### src/rtl/ex_muldiv_unit.sv
// ----------------------------------------------------------------------------
// ex_muldiv_unit
//   Iterative RV32M multiply/divide unit sitting in EX. It raises a stall
//   request while computing, abandons a squashed op on flush and hands the
//   result plus destination register to EX/MEM with a one-cycle done pulse.
//
//   Multiplies take one compute cycle. Divides use a restoring divider on
//   operand magnitudes, one quotient bit per cycle (XLEN cycles), with the
//   signs fixed up on the final iteration. Divide-by-zero and signed
//   overflow bypass the divider and complete one cycle after start.
//
// Configuration macro:
//   MULDIV_EARLY_OUT_EN - when defined, a division whose divisor magnitude
//                         exceeds the dividend magnitude also bypasses the
//                         divider (quotient 0, remainder rs1).
//
// Ports:
//   clk        system clock, rising edge
//   rst        asynchronous reset, active-high
//   start_i    valid M-op present in EX this cycle
//   op_i       funct3 (MUL/MULH/MULHSU/MULHU/DIV/DIVU/REM/REMU)
//   rs1_i      dividend / multiplicand
//   rs2_i      divisor / multiplier
//   rd_addr_i  destination register of the op
//   flush_i    kill the in-flight op
//   busy_o     stall request to the hazard unit
//   done_o     result valid, one-cycle pulse
//   result_o   result, held until the next done
//   rd_addr_o  destination of result_o
// ----------------------------------------------------------------------------
module ex_muldiv_unit #(
  parameter int XLEN = 32
) (
  input  logic            clk,
  input  logic            rst,
  input  logic            start_i,
  input  logic [2:0]      op_i,
  input  logic [XLEN-1:0] rs1_i,
  input  logic [XLEN-1:0] rs2_i,
  input  logic [4:0]      rd_addr_i,
  input  logic            flush_i,
  output logic            busy_o,
  output logic            done_o,
  output logic [XLEN-1:0] result_o,
  output logic [4:0]      rd_addr_o
);

  typedef enum logic [1:0] {S_IDLE, S_MUL, S_DIV, S_DONE} state_t;

  localparam logic [5:0]      CNT_INIT = 6'(XLEN - 1);
  localparam logic [XLEN-1:0] INT_MIN  = {1'b1, {(XLEN-1){1'b0}}};

  state_t          state_reg, state_next;
  logic [1:0]      op_reg, op_next;          // funct3[1:0]; funct3[2] is implied by state
  logic [XLEN-1:0] a_reg, a_next;            // multiplicand, or dividend shifting into quotient
  logic [XLEN-1:0] b_reg, b_next;            // multiplier, or divisor magnitude
  logic [XLEN-1:0] rem_reg, rem_next;        // partial remainder
  logic [5:0]      cnt_reg, cnt_next;
  logic            neg_q_reg, neg_q_next;
  logic            neg_r_reg, neg_r_next;
  logic [4:0]      rd_reg, rd_next;
  logic [XLEN-1:0] result_reg, result_next;
  logic [4:0]      rd_out_reg, rd_out_next;

  // Start-cycle decode of a division
  logic            in_signed, rs1_neg, rs2_neg;
  logic [XLEN-1:0] rs1_mag, rs2_mag;
  logic            div_by_zero, div_ovf, early_out, div_special;
  logic [XLEN-1:0] special_res;

  assign in_signed   = ~op_i[0];
  assign rs1_neg     = in_signed & rs1_i[XLEN-1];
  assign rs2_neg     = in_signed & rs2_i[XLEN-1];
  assign rs1_mag     = rs1_neg ? -rs1_i : rs1_i;
  assign rs2_mag     = rs2_neg ? -rs2_i : rs2_i;
  assign div_by_zero = (rs2_i == '0);
  assign div_ovf     = in_signed && (rs1_i == INT_MIN) && (rs2_i == '1);
`ifdef MULDIV_EARLY_OUT_EN
  assign early_out   = (rs2_mag > rs1_mag);
`else
  assign early_out   = 1'b0;
`endif
  assign div_special = div_by_zero | div_ovf | early_out;

  always_comb begin
    special_res = '0;
    if (div_by_zero)  special_res = op_i[1] ? rs1_i : '1;
    else if (div_ovf) special_res = op_i[1] ? '0 : INT_MIN;
    else              special_res = op_i[1] ? rs1_i : '0;
  end

  // Multiplier: sign-extend each operand to 2*XLEN; the low 2*XLEN bits of
  // the product are then correct for every signedness combination.
  logic            mul_s1, mul_s2;
  logic [2*XLEN-1:0] mul_a, mul_b, product;

  assign mul_s1  = ~(op_reg[1] & op_reg[0]);   // signed rs1 except MULHU
  assign mul_s2  = ~op_reg[1];                 // signed rs2 only for MUL/MULH
  assign mul_a   = {{XLEN{mul_s1 & a_reg[XLEN-1]}}, a_reg};
  assign mul_b   = {{XLEN{mul_s2 & b_reg[XLEN-1]}}, b_reg};
  assign product = mul_a * mul_b;

  // One restoring-division step: shift the next dividend bit into the
  // partial remainder and subtract the divisor if it fits.
  logic [XLEN:0]   div_shift, div_diff;
  logic            q_bit;
  logic [XLEN-1:0] q_step, r_step, quot_out, rem_out;

  assign div_shift = {rem_reg, a_reg[XLEN-1]};
  assign div_diff  = div_shift - {1'b0, b_reg};
  assign q_bit     = ~div_diff[XLEN];
  assign r_step    = q_bit ? div_diff[XLEN-1:0] : div_shift[XLEN-1:0];
  assign q_step    = {a_reg[XLEN-2:0], q_bit};
  assign quot_out  = neg_q_reg ? -q_step : q_step;
  assign rem_out   = neg_r_reg ? -r_step : r_step;

  always_comb begin
    state_next  = state_reg;
    op_next     = op_reg;
    a_next      = a_reg;
    b_next      = b_reg;
    rem_next    = rem_reg;
    cnt_next    = cnt_reg;
    neg_q_next  = neg_q_reg;
    neg_r_next  = neg_r_reg;
    rd_next     = rd_reg;
    result_next = result_reg;
    rd_out_next = rd_out_reg;

    case (state_reg)
      S_IDLE: begin
        if (start_i && !flush_i) begin
          op_next    = op_i[1:0];
          rd_next    = rd_addr_i;
          neg_q_next = rs1_neg ^ rs2_neg;
          neg_r_next = rs1_neg;
          if (!op_i[2]) begin
            a_next     = rs1_i;
            b_next     = rs2_i;
            state_next = S_MUL;
          end else if (div_special) begin
            result_next = special_res;
            rd_out_next = rd_addr_i;
            state_next  = S_DONE;
          end else begin
            a_next     = rs1_mag;
            b_next     = rs2_mag;
            rem_next   = '0;
            cnt_next   = CNT_INIT;
            state_next = S_DIV;
          end
        end
      end
      S_MUL: begin
        if (flush_i) begin
          state_next = S_IDLE;
        end else begin
          result_next = (op_reg == 2'b00) ? product[XLEN-1:0] : product[2*XLEN-1:XLEN];
          rd_out_next = rd_reg;
          state_next  = S_DONE;
        end
      end
      S_DIV: begin
        if (flush_i) begin
          state_next = S_IDLE;
        end else begin
          a_next   = q_step;
          rem_next = r_step;
          if (cnt_reg == 6'd0) begin
            result_next = op_reg[1] ? rem_out : quot_out;
            rd_out_next = rd_reg;
            state_next  = S_DONE;
          end else begin
            cnt_next = cnt_reg - 6'd1;
          end
        end
      end
      default: state_next = S_IDLE;   // S_DONE: one-cycle result presentation
    endcase
  end

  always_ff @(posedge clk or posedge rst) begin
    if (rst) begin
      state_reg  <= S_IDLE;
      op_reg     <= '0;
      a_reg      <= '0;
      b_reg      <= '0;
      rem_reg    <= '0;
      cnt_reg    <= '0;
      neg_q_reg  <= 1'b0;
      neg_r_reg  <= 1'b0;
      rd_reg     <= '0;
      result_reg <= '0;
      rd_out_reg <= '0;
    end else begin
      state_reg  <= state_next;
      op_reg     <= op_next;
      a_reg      <= a_next;
      b_reg      <= b_next;
      rem_reg    <= rem_next;
      cnt_reg    <= cnt_next;
      neg_q_reg  <= neg_q_next;
      neg_r_reg  <= neg_r_next;
      rd_reg     <= rd_next;
      result_reg <= result_next;
      rd_out_reg <= rd_out_next;
    end
  end

  // Deasserted in DONE so the pipeline advances while the result is shown.
  assign busy_o    = ((state_reg == S_IDLE) && start_i && !flush_i) ||
                     (state_reg == S_MUL) || (state_reg == S_DIV);
  assign done_o    = (state_reg == S_DONE);
  assign result_o  = result_reg;
  assign rd_addr_o = rd_out_reg;

endmodule

### config.mk
export PLATFORM = sky130hd
export DESIGN_NAME = ex_muldiv_unit
export DESIGN_NICKNAME = d
export VERILOG_FILES = /design/src/rtl/ex_muldiv_unit.sv
export SDC_FILE = /design/constraint.sdc
export NUM_CORES = 2
export LEC_CHECK = 0
export ABC_AREA = 1
export CORE_MARGIN = 2
export CORE_UTILIZATION = 31
export CTS_CLUSTER_SIZE = 8
export DETAILED_ROUTE_END_ITERATION = 8
export SLEW_MARGIN = 15
export SYNTH_ARGS = -nofsm -noshare
export SYNTH_HDL_FRONTEND = slang
export SYNTH_SLANG_ARGS = --single-unit
### constraint.sdc
create_clock -name clk -period 12.2 [get_ports clk]
set_clock_uncertainty 0.15 [all_clocks]
set_input_delay 1.83 -clock clk [delete_from_list [all_inputs] [get_ports clk]]
set_output_delay 1.83 -clock clk [all_outputs]
set_load 0.02 [all_outputs]
### Yosys cells after proc, flatten, opt, wreduce, memory -nomap -nowiden

Cells that the tools add are included.

* flip-flop bits (word level): 150
* input port bits: 76
* output and inout port bits: 39
* word-level logic and storage cells: 117

* $add $sub $neg: 6
* multiply operators: 1
* equal/unequal tests: 16
* multiplexer cells: 51
* bitwise operators: 11
* reductions and logical operators: 21

Operator list (count)
* 32-bit two-way mux: 28
* 32-bit negator: 4
* 32-bit one-hot mux with 2 select lines: 2
* 32-bit one-hot mux with 3 select lines: 1
* 32-bit == test, second input constant: 2
* 33-bit by 33-bit multiplier with 64-bit output: 1
* 33-bit by 32-bit subtractor with 33-bit output: 1
* 32-bit logical NOT: 1
* 5-bit two-way mux: 6
* 6-bit two-way mux: 5
* 2-bit != test, second input constant: 9
* 5-bit one-hot mux with 3 select lines: 1
* 6-bit one-hot mux with 2 select lines: 1
* 2-bit two-way mux: 5
* 7-bit AND reduction: 1
* 6-bit logical NOT: 1
* 3-bit != test, second input constant: 2
* 2-bit one-hot mux with 3 select lines: 1
* 6-bit AND reduction: 1
* 6-bit by 1-bit subtractor with 6-bit output, second input constant: 1
* 1-bit bitwise AND: 5
* 1-bit logical AND: 5
* 5-bit AND reduction: 1
* 2-bit == test, second input constant: 2
* other kinds (13): 19

### Depth between registers and ports, before layout

* depth in word-level cells: 9
* depth in mapped cells: 39
* mapped depth without buffers: 37

### Least setup slack after synthesis

OpenSTA, ideal clock, no wires.

* path type: reg2reg
* start: register op_reg[1]
* end: register result_reg[30], in the netlist result_o[30]
* data arrival time: 8.059 ns
* data required time: 11.933 ns
* setup slack: 3.874 ns
* stages on the path, launching flop included: 32
* buffers on the path: 2
* clock period less this slack: 8.326 ns
* path through: dfrtp_1 -> clkbuf_1 -> nand2_1 -> nand2_1 -> clkbuf_1 -> nor2_1 -> fa_1 -> inv_1 -> fa_1 -> inv_1 -> fa_1 -> inv_1 -> fa_1 -> inv_1 -> fa_1 -> fa_1 -> inv_1 -> fa_1 -> fa_1 -> inv_1 -> ha_1 -> a21o_1 -> a31oi_1 -> nor2_1 -> a2111oi_0 -> nand3_1 -> a21oi_1 -> o21ai_0 -> a31oi_1 -> nand2_1 -> nand2_1 -> nand2_1

* longest elaborated chain between the ends: 7
* elaborated cells on any way between the ends: 13
* classes of those cells: mul: 1; mux: 6; bitwise: 5; reduce/logical: 1

Ends and longest elaborated chain
* from (decl): RTL line 54 `logic [1:0] op_reg, op_next;`
* from (signal assigned): RTL line 197 `op_reg <= op_next;`
* 1-bit bitwise AND: RTL line 97 `assign mul_s1 = ~(op_reg[1] & op_reg[0]);`
* 1-bit NOT: RTL line 97
* 1-bit bitwise AND: RTL line 99 `assign mul_a = {{XLEN{mul_s1 & a_reg[XLEN-1]}}, a_reg};`
* 33-bit by 33-bit multiplier with 64-bit output: RTL line 101 `assign product = mul_a * mul_b;`
* 32-bit two-way mux: RTL line 158 `result_next = (op_reg == 2'b00) ? product[XLEN-1:0] : product[2*XLEN-1:XLEN];`
* 32-bit two-way mux: RTL line 155 `if (flush_i) begin`
* 32-bit one-hot mux with 3 select lines (*): RTL line 130 `case (state_reg)`
* to (signal assigned): RTL line 205 `result_reg <= result_next;`
* to (decl): RTL line 62 `logic [XLEN-1:0] result_reg, result_next;`

Every way passes the cells marked *; elsewhere a longest branch is shown, timed or not. The select of a mux whose other input is x is not followed.
A chain may end at the register's enable or synchronous reset.

### Worst setup path after layout

* start: register a_reg[31]
* end: register result_reg[29], in the netlist result_o[29]

* longest elaborated chain between the ends: 8
* elaborated cells on any way between the ends: 15
* classes of those cells: add/sub: 3; mul: 1; mux: 9; bitwise: 2

Ends and longest elaborated chain
* from (decl): RTL line 55 `logic [XLEN-1:0] a_reg, a_next;`
* from (signal assigned): RTL line 198 `a_reg <= a_next;`
* 33-bit by 32-bit subtractor with 33-bit output: RTL line 110 `assign div_diff = div_shift - {1'b0, b_reg};`
* 32-bit two-way mux / 1-bit NOT (equally long branches): RTL line 112, 111
* 32-bit negator, on equally long branches: RTL line 115, 114
* 32-bit two-way mux, on equally long branches: RTL line 115, 114
* 32-bit two-way mux: RTL line 170 `result_next = op_reg[1] ? rem_out : quot_out;`
* 32-bit two-way mux: RTL line 169 `if (cnt_reg == 6'd0) begin`
* 32-bit two-way mux: RTL line 164 `if (flush_i) begin`
* 32-bit one-hot mux with 3 select lines (*): RTL line 130

Marked as above.

==> flow_summary.rst <==
.. list-table::
   :header-rows: 1

   * - Metric
     - Value
   * - Clock period minus worst slack
     - 9.78 ns
   * - Startpoint of the lowest-slack hold path
     - rd_reg[3]$_DFFE_PP0P_
   * - Share of the clock period used by the worst path after layout
     - 80.1%
   * - Global placement routability congestion
     - 0.972
   * - Synthesized-area fraction occupied by adder cells
     - 48.4%
   * - Register clock-pin slew on the reported worst setup and hold paths
     - 0.07 ns
   * - Worst-case register-to-register setup slack
     - 2.42 ns
   * - Hold depth
     - 2
   * - Number of instances resized during post-cts repair
     - 0
   * - Vias
     - 45.5k
   * - Most frequent cells in the layout
     - sky130_fd_sc_hd__nand2_1, sky130_fd_sc_hd__inv_1, sky130_fd_sc_hd__fa_1
   * - CP startpoint kind
     - flip-flop
   * - Total GRT Usage
     - 21.4%
   * - Max_slew headroom
     - 25.0%
   * - Status
     - finished, final reports clean
   * - Type of the worst min-delay path
     - flip-flop to flip-flop
   * - Share of synthesized cell area in and, or, nand and nor gates
     - 20.3%
   * - Wire length of the first global-routing pass
     - 288000 um
   * - Sequential standard cell area
     - 0.00375 mm^2
   * - Row count
     - 152
   * - DRC violation count after routing
     - 0
   * - Count of pins on the block boundary
     - 115
   * - Count of buffers from port buffering
     - 114
   * - Signed area change from the synthesized netlist to the final layout
     - 7.25%
   * - Number of synthesized flops with an enable pin
     - 0
   * - Iteration-0 DRC Markers
     - 3378
   * - Worst-path maximum fanout
     - 35
   * - Maximum Capacitance Violations
     - 0
   * - Combined area of the multi-input logic cells
     - 0.0411 mm^2
   * - Multiplexer fraction of the synthesized cell area
     - 0%
   * - Root cell of the clock tree
     - sky130_fd_sc_hd__clkbuf_16
   * - Setup Crit Path Kind
     - flip-flop to flip-flop
   * - Number of clock buffers inserted by TritonCTS
     - 17
   * - Cells after Synth
     - 7164
   * - Worst-skew pair later-pin latency
     - 0.51 ns
   * - Vias per Instance
     - 4.90
   * - Required time at the worst-slack endpoint
     - 12.44 ns
   * - Via count of the first global-routing pass
     - 48.4k
   * - DRT antenna net count
     - 0
   * - Antenna violations before repair
     - 5
   * - Post-detailed-placement half-perimeter wirelength
     - 151000 um
   * - Total Nets Final
     - 8492
   * - TritonCTS clock tree
     - built
   * - Dominant register cell in the synthesized netlist
     - sky130_fd_sc_hd__dfrtp_1
   * - Min-Delay Endpoint
     - rd_reg[3]$_DFFE_PP0P_
   * - Total negative slack
     - 0 ns
   * - Initial Utilization
     - 31.1%
   * - Proportion of synthesized chip area in sequential cells
     - 7.05%
   * - R2R cell count
     - 30
   * - Remaining global-route overflow
     - 0
   * - Synthesis-stage register bit count
     - 150
   * - Routed wire length
     - 183000 um
   * - Unrepaired setup endpoints after global routing
     - false
   * - Library cell appearing most often on the critical path
     - sky130_fd_sc_hd__fa_1
   * - Reg2Reg Capture Point
     - result_o[29]$_DFFE_PP0P_
   * - Average cell area after synthesis
     - 7.43 um^2
   * - Yosys cell types
     - 58
   * - Number of search-and-repair iterations in the first detailed-routing pass
     - 8
   * - Maximum operating frequency
     - 102 MHz
   * - Element type at the critical path end
     - flip-flop
   * - Share of post-route cells with drive strength above 1
     - 2.94%
   * - Maximum number of pins on one net before global-route repair
     - 94
   * - Height of the die
     - 418 um
   * - Average wire length per cell after detail routing
     - 19.7 um
   * - Critical register-to-register path startpoint
     - a_reg[31]$_DFFE_PP0P_
   * - Count of clock tree sinks
     - 150
   * - Setup Buffers After CTS
     - 0
   * - Post-Synthesis Net Count
     - 8622
   * - Core outline area
     - 0.171 mm^2
   * - Most frequent standard cell in the layout excluding fill and tap cells
     - sky130_fd_sc_hd__nand2_1
   * - H-tree lvl count
     - 4
   * - Max stage delay on crit path
     - 0.76 ns
   * - Combinational family with the most area after synthesis
     - adder cells
   * - Post-Synth XOR/XNOR Area
     - 1.79%
   * - WP data arrival
     - 10.02 ns
   * - Final Core Density
     - 33.3%
   * - Overall die area
     - 0.175 mm^2
   * - Cell area after technology mapping
     - 0.0532 mm^2
   * - Transition time at the pin with the least slew margin
     - 1.12 ns
   * - Synthesis warning total
     - 0
   * - Final slew viol count
     - 0
   * - Setup violation total in the final timing report
     - 0
   * - Count of hold buffers inserted by post-cts repair
     - 0
   * - Proportion of synthesized flip-flops having asynchronous set or reset
     - 100%
   * - Filler cell count in the final layout
     - 18.3k
   * - Overall die width
     - 418 um
   * - Post-synthesis compound-gate area fraction
     - 6.70%
   * - CTS max path bufs
     - 2
   * - CP max-delay cell
     - sky130_fd_sc_hd__fa_1
   * - Number of hold-slack violations in the final timing report
     - 0
[worst max path at each step]
stage	startpoint	end	cells past startpoint	slack, ns
2_1_floorplan	op_reg[1]$_DFFE_PP0P_	result_o[30]$_DFFE_PP0P_	31	3.87
3_3_place_gp	a_reg[31]$_DFFE_PP0P_	result_o[29]$_DFFE_PP0P_	30	2.60
3_5_place_dp	a_reg[31]$_DFFE_PP0P_	result_o[29]$_DFFE_PP0P_	30	2.44
4_1_cts	a_reg[31]$_DFFE_PP0P_	result_o[29]$_DFFE_PP0P_	30	2.39
5_1_grt	a_reg[31]$_DFFE_PP0P_	result_o[29]$_DFFE_PP0P_	30	1.71
6_report	a_reg[31]$_DFFE_PP0P_	result_o[29]$_DFFE_PP0P_	30	2.42
[area by class of cell]
class                   count  area share [%]
clock buffers              19           0.776
well taps                2233            4.89
multi-input cells        4789            72.0
clock inverters            13           0.281
inverters                1872            12.3
flip-flops and latches    150            6.58
diodes                      3          0.0132
repair buffers            204            3.18
[layer usage]
metal | wire, um | part of all wire, % | up-vias | GRT usage (%)
met3 | 8830 | 4.8 | 306 | 2.29
met1 | 77500 | 42 | 23200 | 27.8
li1 | - | - | 20600 | -
met5 | 40 | 0.022 | - | 0
met4 | 6520 | 3.6 | 6 | 6.93
met2 | 89600 | 49 | 1440 | 37.1
[per-stage QoR]
stage | setup WS, ns | hold WS, ns | std cells | instance area, um^2
2_1_floorplan | 3.87 | 0.292 | 7164 | 53200
3_3_place_gp | 2.60 | 0.304 | 9248 | 56500
3_5_place_dp | 2.44 | 0.314 | 9248 | 56500
4_1_cts | 2.39 | 0.332 | 9280 | 57100
5_1_grt | 1.71 | 0.355 | 9280 | 57100
6_report | 2.42 | 0.328 | 9283 | 57100
[worst max-delay path, delay by kind of cell, from the launching register on]
family / cells / cell delay (ns)
AOI/OAI and AO/OA: 8 / 1.50
adders and majority gates: 9 / 4.89
buffers and inverters: 7 / 1.53
DFF: 1 / 0.32
and+or+nand+nor: 6 / 1.23
[synth_stat cells (11+ instances only)]
cell,count,share of area [%]
sky130_fd_sc_hd__nor2_1,323,2.3
sky130_fd_sc_hd__ha_1,256,6.0
sky130_fd_sc_hd__clkbuf_1,264,1.9
sky130_fd_sc_hd__a21oi_1,206,1.9
sky130_fd_sc_hd__nor3_1,52,0.49
sky130_fd_sc_hd__dfrtp_1,150,7.1
sky130_fd_sc_hd__fa_1,1126,42
sky130_fd_sc_hd__nand2_2,26,0.31
sky130_fd_sc_hd__o21ai_0,248,2.3
sky130_fd_sc_hd__buf_1,73,0.51
sky130_fd_sc_hd__xor2_1,71,1.2
sky130_fd_sc_hd__xnor2_1,38,0.63
sky130_fd_sc_hd__nand3_1,220,2.1
sky130_fd_sc_hd__inv_1,1865,13
sky130_fd_sc_hd__a31oi_1,36,0.42
sky130_fd_sc_hd__nand3b_1,12,0.17
sky130_fd_sc_hd__o22ai_1,39,0.46
sky130_fd_sc_hd__or2_2,15,0.18
sky130_fd_sc_hd__nand4_1,42,0.49
sky130_fd_sc_hd__nor4_1,11,0.13
sky130_fd_sc_hd__nand2_1,1923,14
sky130_fd_sc_hd__o211ai_1,46,0.65
sky130_fd_sc_hd__a21o_1,11,0.16
[cells by family (layout without fill, tap and decap cells)]
family	after synthesis	after routing
fa+ha+maj	1382	1382
flops	150	150
xor+xnor	109	109
simple gates	2661	2661
buf+inv	2225	2108
compound gates	637	637
other cells	0	3
Power is left out: the tool's default activity adds up to more than one toggle a clock period on the data nets, which glitch-free logic cannot reach.
